[src/rtl/serial_subtractor.sv]
// Bit-serial subtractor: computes a-b one bit per clock, LSB first, over WIDTH cycles.
// Operands are captured on the accepted start edge; diff and borrow_out only update at completion.
module serial_subtractor #(
    parameter int WIDTH = 8
) (
    input  logic             clk,
    input  logic             rst,
    input  logic             start,
    input  logic [WIDTH-1:0] a,
    input  logic [WIDTH-1:0] b,
    output logic             busy,
    output logic             done,
    output logic [WIDTH-1:0] diff,
    output logic             borrow_out
);

    // state | meaning
    // IDLE  | waiting for start; operands not yet captured
    // RUN   | one full-subtractor bit per edge, LSB first
    // DONE  | single-cycle completion pulse, then back to IDLE

    localparam int CW = $clog2(WIDTH);
    localparam logic [CW-1:0] LAST = CW'(WIDTH - 1);

    typedef enum logic [1:0] {IDLE, RUN, DONE} state_t;

    state_t           state, state_nxt;
    logic [WIDTH-1:0] a_sr, b_sr, pdiff;
    logic             borrow_q;
    logic [CW-1:0]    cnt;
    logic             d_bit, b_bit, last_bit;

    assign d_bit    = a_sr[0] ^ b_sr[0] ^ borrow_q;
    assign b_bit    = (~a_sr[0] & b_sr[0]) | (~(a_sr[0] ^ b_sr[0]) & borrow_q);
    assign last_bit = (cnt == LAST);

    always_ff @(posedge clk or posedge rst) begin
        if (rst) state <= IDLE;
        else     state <= state_nxt;
    end

    always_comb begin
        state_nxt = state;
        case (state)
            IDLE:    if (start) state_nxt = RUN;
            RUN:     if (last_bit) state_nxt = DONE;
            DONE:    state_nxt = IDLE;
            default: state_nxt = IDLE;
        endcase
    end

    // busy/done are registered copies of the next state so they line up with state
    always_ff @(posedge clk or posedge rst) begin
        if (rst) begin
            busy <= 1'b0;
            done <= 1'b0;
        end else begin
            busy <= (state_nxt == RUN);
            done <= (state_nxt == DONE);
        end
    end

    always_ff @(posedge clk or posedge rst) begin
        if (rst) begin
            a_sr       <= '0;
            b_sr       <= '0;
            pdiff      <= '0;
            borrow_q   <= 1'b0;
            cnt        <= '0;
            diff       <= '0;
            borrow_out <= 1'b0;
        end else begin
            case (state)
                IDLE: begin
                    if (start) begin
                        a_sr     <= a;
                        b_sr     <= b;
                        borrow_q <= 1'b0;
                        cnt      <= '0;
                    end
                end
                RUN: begin
                    a_sr     <= a_sr >> 1;
                    b_sr     <= b_sr >> 1;
                    pdiff    <= {d_bit, pdiff[WIDTH-1:1]};
                    borrow_q <= b_bit;
                    cnt      <= cnt + 1'b1;
                    if (last_bit) begin
                        diff       <= {d_bit, pdiff[WIDTH-1:1]};
                        borrow_out <= b_bit;
                    end
                end
                default: ;
            endcase
        end
    end

endmodule

[config.mk]
export PLATFORM = sky130hd
export DESIGN_NAME = serial_subtractor
export DESIGN_NICKNAME = d
export VERILOG_FILES = /design/src/rtl/serial_subtractor.sv
export SDC_FILE = /design/constraint.sdc
export NUM_CORES = 1
export LEC_CHECK = 0
export ABC_AREA = 1
export BUFFER_PORTS_ARGS = -buffer_cell sky130_fd_sc_hd__buf_2
export CORE_UTILIZATION = 50
export DETAILED_ROUTE_END_ITERATION = 12
export GPL_TIMING_DRIVEN = 1
export PLACE_DENSITY = 0.83
export SYNTH_ARGS = -nofsm -noshare
export SYNTH_HDL_FRONTEND = slang
export SYNTH_SLANG_ARGS = --single-unit
[constraint.sdc]
create_clock -name clk -period 1.2 [get_ports clk]
set_clock_uncertainty 0.1 [all_clocks]
set_input_delay 0.06 -clock clk [delete_from_list [all_inputs] [get_ports clk]]
set_output_delay 0.06 -clock clk [all_outputs]
set_load 0.05 [all_outputs]
* After elaboration in Yosys (flattened, before gate mapping) *
Index checks and enable logic that the tools add are counted.

word-level totals
  word-level logic and storage cells = 38
  output and inout bits = 11
  input port bits = 19
  register bits after elaboration = 41

operators by class
  reduce and logical (&&, ||, !) cells = 4
  muxes and demuxes = 11
  equal/unequal tests = 5
  bitwise operators = 7
  $add $sub $neg = 1

operators with widths
  cell                                            count
  case mux 8 bit (2 select lines)                 2
  2-to-1 mux 8 bit                                2
  case mux 3 bit (2 select lines)                 1
  == test 2 x 1 -> 1 bit (second input constant)  2
  2-to-1 mux 2 bit                                2
  case mux 2 bit (2 select lines)                 1
  AND reduction 2 bit                             2
  adder 3 x 1 -> 3 bit (second input constant)    1
  == test 3 bit (second input constant)           1
  2-to-1 mux 3 bit                                1
  AND 1 bit                                       2
  == test 2 bit (second input constant)           1
  logical NOT 2 bit                               1
  inequality test 2 bit (second input constant)   1
  NOT 1 bit                                       2
  case mux 1 bit (2 select lines)                 1
  nonzero test 2 bit                              1
  bitwise XOR 1 bit                               2
  2-to-1 mux 1 bit                                1
  bitwise OR 1 bit                                1

* Logic depth before layout (Yosys ltp) *
  depth after elaboration = 5
  mapped depth = 7
  depth with buffers taken out = 6

* Worst setup path after synthesis *
OpenSTA, ideal clock, no wires.

  path type = register -> register
  from = reg cnt[0]
  to = reg borrow_out
  stages on the path, launching flop included = 7
  setup time = 66 ps
  arrival time = 1169 ps
  buffers on the path = 1
  setup slack = -135 ps
  clock period less this slack = 1335 ps
  data required time = 1034 ps
  cells stage by stage = dfrtp_1 ha_1 ha_1 nand2_4 buf_6 nand2_1 nand2_1

between the ends
  longest elaborated chain between the ends = 2

ends and longest elaborated chain
  element                        line  RTL
  start: declaration             30    logic [CW-1:0] cnt;
  start signal: assignment       87    cnt <= cnt + 1'b1;
  == test 3 bit                  35    assign last_bit = (cnt == LAST);
  AND reduction 2 bit (no line)  n/a
  end signal: assignment         90    borrow_out <= b_bit;
  end: declaration               14    output logic borrow_out

Every way passes these cells.
A chain may end at the register's enable or synchronous reset.

* Worst setup path after layout *
  from = reg a_sr[0]
  to = reg pdiff[7]

between the ends
  longest elaborated chain between the ends = 2

ends and longest elaborated chain
  element                         line  RTL
  start: declaration              28    logic [WIDTH-1:0] a_sr, b_sr, pdiff;
  start signal: assignment        83    a_sr <= a_sr >> 1;
  bitwise XOR 1 bit (2 in a row)  33    assign d_bit = a_sr[0] ^ b_sr[0] ^ borrow_q;
  end signal: assignment          85    pdiff <= {d_bit, pdiff[WIDTH-1:1]};
  end: declaration                28

Every way passes these cells.

==> implementation parameters <==
Parameter                              Value

Layout
  Sequential cell area ... ~0.001 mm²
  Final standard cell count with taps included and fillers excluded ... 327
  Layout cell share with drive strength beyond 1 ... between 30% and 40%
  NumNets Final ... 302
  FILL cells ... about 230
  Combined area of the multi-input logic cells ... 763.2 µm²
  Inserted Diodes ... 0
  Relative area change from synthesis to final layout ... 39.15%

Synth
  Cell count after synthesis ... 220
  Register bit count reported by yosys ... 40
  Proportion of netlist area held by the largest area contributor ... around 53%
  Synth Cell Area ... around 0.0019 mm²
  Total number of yosys warnings ... 0
  Synth area leaders ... sky130_fd_sc_hd__dfrtp_1 53%, sky130_fd_sc_hd__nand2_1 15%, sky130_fd_sc_hd__inv_1 7.6%, sky130_fd_sc_hd__nand3_1 7.5%, sky130_fd_sc_hd__o21ai_2 3.3%
  Syn nets ... 242
  Mean Syn Cell Area ... about 8.5 µm²
  Library cell occupying the most area in the post-synthesis netlist ... sky130_fd_sc_hd__dfrtp_1
  Seq/Total Area, Yosys ... around 53%
  Number of distinct library cells after synthesis ... 18

Clock tree
  Post-CTS clock slew at the launch and capture registers of the worst setup and hold paths ... around 70 ps
  Latest clock arrival within the worst-skew pair ... about 300 ps
  Number of clock buffers inserted by TritonCTS ... 5
  Buffer cell driving the clock tree root ... sky130_fd_sc_hd__clkbuf_8
  Maximum buffer depth of the clock tree ... 2
  Post-CTS Setup Bufs ... 0
  Max H-tree Level ... 2
  Number of sinks on the clock net ... 40
  Clock tree from TritonCTS ... built

Min path
  Min-delay src ... b[0]
  Hold Crit Depth ... 5
  WHS Endpoint ... b_sr[0]$_DFFE_PP0P_
  Type of the most critical hold path ... in2reg

Setup path
  Worst flop-to-flop path startpoint ... a_sr[0]$_DFFE_PP0P_
  Data arrival time of the critical path ... about 1400 ps
  Data required time of the worst path ... between 1000 and 1500 ps
  Endpoint type of the worst setup path ... flop
  Worst reg2reg path endpoint ... pdiff[7]$_DFFE_PP0P_
  Classification of the worst setup path ... reg2reg
  Reg2reg setup slack ... -80 ps
  Highest net fanout along the worst path ... 2
  CP Launch Type ... flop
  Length in cells of the worst reg-to-reg path ... 3

Floorplanning
  Cell row count ... 21
  Die outline area ... roughly 0.004 mm²
  Std-Cell Core Area ... 0.003468 mm²
  Height of the chip ... approximately 63 µm
  Horiz. Die Dim ... approximately 63 µm
  Count of pins on the block boundary ... 30
  Starting utilization of the core area ... 54.00%

STA
  Maximum achievable frequency ... 778.6 MHz
  Setup repair after global routing missed its margin ... true
  Crit path setup slack, layout ... -84.39 ps
  Final Max Tran Viols ... 0
  Worst-case headroom to the max-slew limit ... a little over four fifths
  Worst-Margin Slew ... 251.8 ps
  Total count of hold-check failures in the final report ... 2
  Period utilization ... 107.0%
  Worst hold-check slack ... -9.112 ps
  Final setup violation count ... 21
  Minimum clock period after layout ... roughly 1300 ps

Route
  Number of antenna-violating nets in the routed design ... 0
  Post-Route WL ... about 4500 µm
  DR vias ... ~1.6k
  DRC marker count from the first detailed-route iteration ... about 170
  Via-per-instance ratio ... slightly below 5
  Detailed-routing iteration count for the pre-antenna-repair pass ... 4
  Per-cell routed wire length ... about 14 µm
  Residual DRC ... 0

Place
  Post-DP HPWL ... 2531 µm
  Placed insts ... ~300
  Buffers added on ports ... 29
  Routability-driven placement congestion ratio ... roughly 0.74

Pwr
  Leak pwr ... 1.399 nW
  Power Dens Cells ... 2676 mW/mm²
  Max VDD drop ... 1.204 mV

Run
  Max-capacitance violation count ... 0

Global route
  Via count of the first global-routing pass ... 1,609
  Pin count of the biggest net entering global routing ... 41
  GRT Overall Usage ... ~25%
  Initial antenna violation count ... 0
  Total global routing overflow ... 0
  Global-route wire length before repair ... a little over 7000 µm

Outcome
  Violations in the final reports ... hold timing, setup timing
  Run status ... finished with violations
-- registers in the layout, summed over array words and instances, names as in the netlist --
register and cells:
diff 8, pdiff 7, busy 1, done 1, borrow_q 1, b_sr 8
a_sr 8, state 2, cnt 3, borrow_out 1
-- kinds of logic after synthesis --
group           Yosys count  synth area share [%]
simple gates            108                 25.52
buf+inv                  50                 12.02
flops                    40                 53.44
compound gates           19                 6.613
fa+ha+maj                 3                 2.405
-- critical path, stage by stage, from the launching register on --
cell	delay, ps
sky130_fd_sc_hd__dfrtp_1	360
sky130_fd_sc_hd__inv_2	50
sky130_fd_sc_hd__fa_2	590
sky130_fd_sc_hd__o21ai_1	70
-- cell type report --
| type | instances | area share [%] |
|---|---|---|
| clock buffers | 8 | 3.457 |
| repair buffers | 62 | 20.40 |
| multi-input cells | 130 | 29.28 |
| well taps | 46 | 2.208 |
| inverters | 41 | 6.193 |
| flip-flops and latches | 40 | 38.45 |
-- synth_stat cells (all sizes together) --
master / instances
a21oi: 1
buf: 8
clkbuf: 1
dfrtp: 40
fa: 1
ha: 2
inv: 41
nand2: 77
nand3: 28
nor2: 3
o21ai: 16
o22ai: 2
-- metrics by stage --
step | utilization [%] | worst slack, ps | total power [mW] | setup TNS, ps | area [µm²]
after floorplan | - | -29.40 | 4.600 | -248.3 | 1892
after global placement | 63.93 | -30.84 | 5.384 | -142.5 | 2217
after detailed placement | 63.93 | -50.78 | 5.539 | -622.6 | 2217
after CTS | 73.02 | -50.70 | 6.666 | -820.3 | 2532
after global routing | 75.14 | -112.3 | 7.436 | -2197 | 2606
final | 75.14 | -84.39 | 6.974 | -690.3 | 2606
-- placed cells by master, fill, tap and decap left out --
master                           n
sky130_fd_sc_hd__o21ai_1         8
sky130_fd_sc_hd__nand3_1        26
sky130_fd_sc_hd__nand2_4         6
sky130_fd_sc_hd__clkbuf_8        6
sky130_fd_sc_hd__inv_4           1
sky130_fd_sc_hd__nand2_1        62
sky130_fd_sc_hd__buf_4           9
sky130_fd_sc_hd__dfrtp_1        39
sky130_fd_sc_hd__nand2_8         3
sky130_fd_sc_hd__nand3_2         2
sky130_fd_sc_hd__ha_4            1
sky130_fd_sc_hd__nor2_4          1
sky130_fd_sc_hd__o22ai_2         1
sky130_fd_sc_hd__buf_12          6
sky130_fd_sc_hd__fa_2            1
sky130_fd_sc_hd__inv_2           3
sky130_fd_sc_hd__o22ai_1         1
sky130_fd_sc_hd__dfrtp_2         1
sky130_fd_sc_hd__buf_6           1
sky130_fd_sc_hd__inv_6           1
sky130_fd_sc_hd__clkbuf_1        2
sky130_fd_sc_hd__buf_2          29
sky130_fd_sc_hd__inv_1          36
sky130_fd_sc_hd__ha_2            1
sky130_fd_sc_hd__nor2_1          2
sky130_fd_sc_hd__buf_16          1
sky130_fd_sc_hd__dlygate4sd3_1  16
sky130_fd_sc_hd__o21ai_2         8
sky130_fd_sc_hd__nand2_2         6
sky130_fd_sc_hd__a21oi_1         1
-- worst max path at each step --
stage	from	end	cells past startpoint
after detailed placement	borrow_q$_DFFE_PP0P_	diff[7]$_DFFE_PP0P_	2
final	a_sr[0]$_DFFE_PP0P_	pdiff[7]$_DFFE_PP0P_	3
after global placement	borrow_q$_DFFE_PP0P_	pdiff[7]$_DFFE_PP0P_	2
after global routing	a_sr[0]$_DFFE_PP0P_	pdiff[7]$_DFFE_PP0P_	3
after CTS	cnt[0]$_DFFE_PP0P_	diff[3]$_DFFE_PP0P_	6
after floorplan	cnt[0]$_DFFE_PP0P_	borrow_out$_DFFE_PP0P_	6
-- report_power, final --
| group | switching, mW | leakage, nW | total (mW) | internal (mW) |
|---|---|---|---|---|
| clock network | 0.464 | 0.0455 | 0.932 | 0.469 |
| registers | 0.426 | 0.494 | 2.40 | 1.98 |
| logic | 2.21 | 0.859 | 3.64 | 1.43 |
| total | 3.10 | 1.40 | 6.97 | 3.88 |
-- timing repair --
item / 4_1_cts / 5_1_grt
gates resized for setup: 15 / 23
endpoints found under the setup margin: 34 / 39
hold buffers: 16 / 0
gates cloned: 1 / 0
hold endpoints to repair: 56 / 0
pin swaps: 8 / 2
-- layer usage --
metal	global-route usage (%)	routed length (µm)	vias up	part of all wire (%)
met4	17.33	168	0	3.7
met5	0	0	-	0
li1	-	-	785	-
met2	39.11	2291	41	51
met1	29.44	1911	775	42
met3	5.072	133	14	3.0
Power figures use the tool's default switching activity.
